--- src/rtl/fmul_pkg.sv ---
// Shared widths, default parameters and the FP32 word type for the FP multiplier flow controller.
package fmul_pkg;
  localparam int unsigned FP32_W            = 32;
  localparam int unsigned MUL_LAT_DEFAULT   = 2;
  localparam int unsigned OUT_DEPTH_DEFAULT = 4;

  typedef logic [FP32_W-1:0] fp32_t;
endpackage

--- src/rtl/fmul_result_fifo.sv ---
// Result FIFO with synchronous active-low reset and an occupancy count.
// A write into a full FIFO is accepted only when it is paired with a pop.
module fmul_result_fifo
  import fmul_pkg::*;
#(
  parameter int unsigned DEPTH = OUT_DEPTH_DEFAULT
) (
  input  logic                     clk,
  input  logic                     clrn,
  input  logic                     wr_en_i,
  input  fp32_t                    wr_data_i,
  input  logic                     rd_en_i,
  output logic                     rd_valid_o,
  output fp32_t                    rd_data_o,
  output logic [$clog2(DEPTH):0]   count_o
);
  localparam int unsigned PTR_W = $clog2(DEPTH);
  localparam int unsigned CNT_W = PTR_W + 1;

  fp32_t            mem_q [DEPTH];
  logic [PTR_W-1:0] wr_ptr_q, wr_ptr_d;
  logic [PTR_W-1:0] rd_ptr_q, rd_ptr_d;
  logic [CNT_W-1:0] count_q, count_d;
  logic             do_push, do_pop;

  assign do_pop  = rd_en_i & (count_q != '0);
  assign do_push = wr_en_i & ((count_q != CNT_W'(DEPTH)) | do_pop);

  // Pointers wrap naturally because DEPTH is a power of two.
  always_comb begin
    wr_ptr_d = wr_ptr_q + PTR_W'(do_push);
    rd_ptr_d = rd_ptr_q + PTR_W'(do_pop);
    count_d  = count_q + CNT_W'(do_push) - CNT_W'(do_pop);
  end

  always_ff @(posedge clk) begin
    if (!clrn) begin
      wr_ptr_q <= '0;
      rd_ptr_q <= '0;
      count_q  <= '0;
    end else begin
      wr_ptr_q <= wr_ptr_d;
      rd_ptr_q <= rd_ptr_d;
      count_q  <= count_d;
    end
  end

  always_ff @(posedge clk) begin
    if (do_push) mem_q[wr_ptr_q] <= wr_data_i;
  end

  assign rd_valid_o = (count_q != '0);
  assign rd_data_o  = mem_q[rd_ptr_q];
  assign count_o    = count_q;
endmodule

--- src/rtl/fmul_flow_ctrl.sv ---
// Valid/ready wrapper around an external enable-stalled FP32 multiplier pipeline.
// A token shift register shadows the pipeline; results land in a small FIFO.
module fmul_flow_ctrl
  import fmul_pkg::*;
#(
  parameter int unsigned OUT_DEPTH = OUT_DEPTH_DEFAULT,
  parameter int unsigned MUL_LAT   = MUL_LAT_DEFAULT
) (
  input  logic                        clk,
  input  logic                        clrn,
  input  logic                        in_valid,
  output logic                        in_ready,
  input  logic [FP32_W-1:0]           in_a,
  input  logic [FP32_W-1:0]           in_b,
  output logic [FP32_W-1:0]           mul_a,
  output logic [FP32_W-1:0]           mul_b,
  output logic                        mul_enable,
  input  logic [FP32_W-1:0]           mul_z,
  output logic                        out_valid,
  input  logic                        out_ready,
  output logic [FP32_W-1:0]           out_z,
  output logic                        busy,
  output logic [$clog2(OUT_DEPTH):0]  fifo_count
);
  localparam int unsigned CNT_W = $clog2(OUT_DEPTH) + 1;

  logic [MUL_LAT-1:0] vld_q, vld_d;
  logic               in_fire;
  logic               pop;
  logic               space;
  logic               fifo_wr;

  assign pop   = out_valid & out_ready;
  assign space = (fifo_count < CNT_W'(OUT_DEPTH)) | pop;

  // Stall only when the oldest stage holds a real result with nowhere to go.
  assign mul_enable = !clrn | !vld_q[MUL_LAT-1] | space;
  assign in_ready   = mul_enable;
  assign in_fire    = clrn & in_valid & in_ready;
  assign mul_a      = in_fire ? in_a : '0;
  assign mul_b      = in_fire ? in_b : '0;
  assign fifo_wr    = clrn & mul_enable & vld_q[MUL_LAT-1];

  always_comb begin
    vld_d = vld_q;
    if (mul_enable) vld_d = (vld_q << 1) | MUL_LAT'(in_fire);
  end

  always_ff @(posedge clk) begin
    if (!clrn) vld_q <= '0;
    else       vld_q <= vld_d;
  end

  fmul_result_fifo #(
    .DEPTH (OUT_DEPTH)
  ) u_fifo (
    .clk        (clk),
    .clrn       (clrn),
    .wr_en_i    (fifo_wr),
    .wr_data_i  (mul_z),
    .rd_en_i    (out_ready),
    .rd_valid_o (out_valid),
    .rd_data_o  (out_z),
    .count_o    (fifo_count)
  );

  assign busy = (|vld_q) | out_valid;
endmodule

--- config.mk ---
export PLATFORM = sky130hd
export DESIGN_NAME = fmul_flow_ctrl
export DESIGN_NICKNAME = d
export VERILOG_FILES = /design/src/rtl/fmul_pkg.sv /design/src/rtl/fmul_result_fifo.sv /design/src/rtl/fmul_flow_ctrl.sv
export SDC_FILE = /design/constraint.sdc
export NUM_CORES = 1
export LEC_CHECK = 0
export ABC_AREA = 1
export CORE_ASPECT_RATIO = 2
export CORE_UTILIZATION = 45
export CTS_CLUSTER_DIAMETER = 120
export DETAILED_ROUTE_END_ITERATION = 6
export PLACE_DENSITY_LB_ADDON = 0.2
export SLEW_MARGIN = 10
export SYNTH_ARGS = -nofsm -noshare
export SYNTH_HDL_FRONTEND = slang
export SYNTH_SLANG_ARGS = --single-unit
--- constraint.sdc ---
create_clock -name clk -period 5.15 [get_ports clk]
set_clock_uncertainty 0.15 [all_clocks]
set_input_delay 1.03 -clock clk [delete_from_list [all_inputs] [get_ports clk]]
set_output_delay 1.03 -clock clk [all_outputs]
set_load 0.05 [all_outputs]
==> flow_summary_export.csv <==
group,metric,value,unit
place,port_buffers,202,
clock_network,cts_hold_buffers,0,
synth,yosys-top-cells-area,"edfxtp_1 (67%), nor2_1 (8.4%), o21ai_0 (5.8%), inv_1 (5.1%), o22ai_1 (3.5%)",
job,maxCapViolCount,0,
clock_network,cts_tree,"yes",
synth,yosysSeqAreaShare,70.20,%
global_routing,grt_max_degree,68,
floorplan,die_w,81.81,um
setup_path,reg2regPathDepth,13,
setup_path,slowest_delay,0.60,ns
synth,synth_largest_area_cell,"edfxtp_1",
hold_path,min_to,"vld_q[0]",
drt,drtAntennaViolNets,0,
timing,fin_tns_setup,0,ns
global_routing,antenna_found_initial,0,
global_routing,grt_pass1_vias,4229,
clock_network,clk_latency,0.40,ns
setup_path,critPathTopFamily,"buffers and inverters",
status,outcome,"complete, no violations",
clock_network,clkTransAtPathRegs,0.05,ns
cells_and_area,area_growth,47.63,%
setup_path,slowest_stage,"clkdlybuf4s50_1",
power_and_ir_drop,p_per_area,423.7,mW/mm^2
setup_path,startpoint_type,"input port",
hold_path,min_path_cells,2,
floorplan,dieArea,0.01322,mm^2
setup_path,path_class,"in2out",
cells_and_area,design_area,0.008462,mm^2
clock_network,cts-root-buf,"clkbuf_16",
drt,drt_iter0_drc,244,
cells_and_area,n_antenna_cell,0,
timing,setup_viol,0,
drt,routed_wl,13940,um
power_and_ir_drop,ir_drop,0.4143,mV
timing,fin_crit_sh,83.27,%
timing,rsz0062_at_grt,"no",
synth,yosys_warnings,0,
timing,layout_setup_ws,0.8615,ns
clock_network,htreeDepth,4,
place,postPlaceCellArea,0.007911,mm^2
drt,drc_errors,0,
drt,wl_per_cell,16.09,um
place,gp_congestion,0.7211,
timing,hold_viol,0,
clock_network,cts_buffers,17,
floorplan,start_util,45.92,%
synth,synth_cell_types,22,
setup_path,rrSetupSlack,2.74,ns
setup_path,crit_arrival,3.11,ns
place,hpwl,9219,um
floorplan,rows,58,
cells_and_area,nets,809,
setup_path,cp_num_buf_inv,3,
clock_network,cts_resized,0,
timing,max_freq,233.2,MHz
setup_path,cp.required,3.97,ns
setup_path,r2r_start,"u_fifo.count_o[2]",
synth,yosys.area.top_type_share,67.06,%
clock_network,max-clock-path-buffers,2,
power_and_ir_drop,leakagePower,3.368,nW
synth,syn_inst,504,
setup_path,path_cells,"clkdlybuf4s50_1, nand4_4, nand3_2, buf_12, nor2_1, buf_12",
synth,syn_area,0.005732,mm^2
timing,max_slew.worst_pin.slew,1.053,ns
clock_network,clock-sinks,137,
place,pre_cts_ws,0.8493,ns
synth,synth-seq-cells,137,
drt,via_count,4373,
setup_path,crit_top_cell,"buf_12",
global_routing,grt_overflow,0,
timing,drv_slew,0,
cells_and_area,drive_gt1_share,16.62,%
timing,relSlewSlack,29.72,%
global_routing,groute.usage.overall,21.16,%
hold_path,min_from,"vld_q[0]",
clock_network,cts_setup_buffers,0,
setup_path,endpoint_kind,"output pin",
floorplan,core_area,0.01248,mm^2
setup_path,path_max_fanout,39,
setup_path,timing.rr.end,"u_fifo.count_o[2]",
floorplan,dieHeight,161.6,um
synth,synth_nets,608,
timing,layout_min_cycle_time,4.289,ns
drt,drt-vias-per-instance,5.050,
power_and_ir_drop,power,3.585,mW
hold_path,timing.hold.worst.class,"reg2reg",
drt,first_pass_iters,4,
global_routing,grt_pass1_wl,20210,um
floorplan,io_pins,203,
synth,synth_area_per_cell,11.37,um^2
[worst min-delay path: stages (launching register included)]
cell     delay [ns]
dfxtp_1        0.31
inv_1          0.06
o21ai_0        0.08
[report_power, final]
group          internal [mW]  total, mW  switching [mW]
Sequential              1.24       1.26          0.0193
Clock                  0.662       1.09           0.430
Combinational          0.400       1.23           0.833
Total                   2.30       3.58            1.28
[state kept, by name, indices dropped and copies added, names as in the netlist]
register         count
u_fifo.rd_ptr_q      2
u_fifo.mem_q       128
vld_q                2
u_fifo.wr_ptr_q      2
u_fifo.count_o       3
[metal layers]
layer	global-route usage, %	vias up	share of wire, %
met3	7.006	21	8.7
met1	19.17	2064	33
met2	39.48	191	56
li1	-	2097	-
met5	0	-	0
met4	10.45	0	2.3
[worst max-delay path by stage]
stage | from | endpoint | slack (ns) | depth (start not counted)
after floorplan | clrn | u_fifo.mem_q[0][0] | 0.71 | 4
after global placement | clrn | mul_b[23] | 0.94 | 6
after detailed placement | clrn | mul_b[27] | 0.85 | 6
after CTS | clrn | mul_b[27] | 0.85 | 6
after global routing | clrn | mul_b[20] | 0.73 | 6
final | clrn | mul_b[27] | 0.86 | 6
[per-stage QoR]
stage	cells	util (%)	hold slack (ns)
floorplan	504	-	0.3069
global placement	836	63.38	0.3258
detailed placement	836	63.38	0.3629
CTS	866	67.79	0.3653
global route	866	67.79	0.3943
finish	866	67.79	0.3593
[cell usage in the layout, fill, tap and decap left out]
cell,Yosys,final
clkinvlp_4,0,4
dfxtp_2,0,1
clkbuf_16,0,17
nand3_2,1,1
edfxtp_1,128,128
nand4_1,1,1
o21ai_0,66,66
nor2_1,129,129
inv_8,0,1
clkinv_2,0,2
o22ai_1,32,32
nand2_1,9,9
clkdlybuf4s50_1,0,138
inv_6,0,1
inv_1,78,78
fa_1,1,1
nand3_1,2,2
ha_1,3,3
nor3_2,0,4
xor2_1,1,1
buf_12,0,17
nor2_2,9,9
buf_4,2,55
inv_2,1,1
nand4_4,1,1
dfxtp_1,9,8
xnor2_1,1,1
bufinv_16,0,1
clkinv_4,0,4
[Yosys cell counts (all sizes together)]
library cell and number:
nand2 9, dfxtp 9, nor2 138, nor3 4
inv 79, ha 3, clkbuf 15, nand3 3
nand4 2, buf 13, xnor2 1, fa 1
o22ai 32, o21ai 66, xor2 1, edfxtp 128
[cells by family after synthesis]
logic type / share of synthesized area [%]
buffers and inverters: 8.033
adders and majority gates: 1.004
and+or+nand+nor: 11.20
xor gates and xnor gates: 0.3057
AOI/OAI and AO/OA: 9.256
DFF: 70.20
[area by class of cell]
class | count | area (um^2)
well taps | 150 | 187.7
inverters | 79 | 296.5
multi-input cells | 260 | 1267
fillers | 928 | 4020
repair buffers | 210 | 2135
clock inverters | 13 | 125.1
flip-flops and latches | 137 | 4025
clock buffers | 17 | 425.4
(Power assumes the default switching activity.)
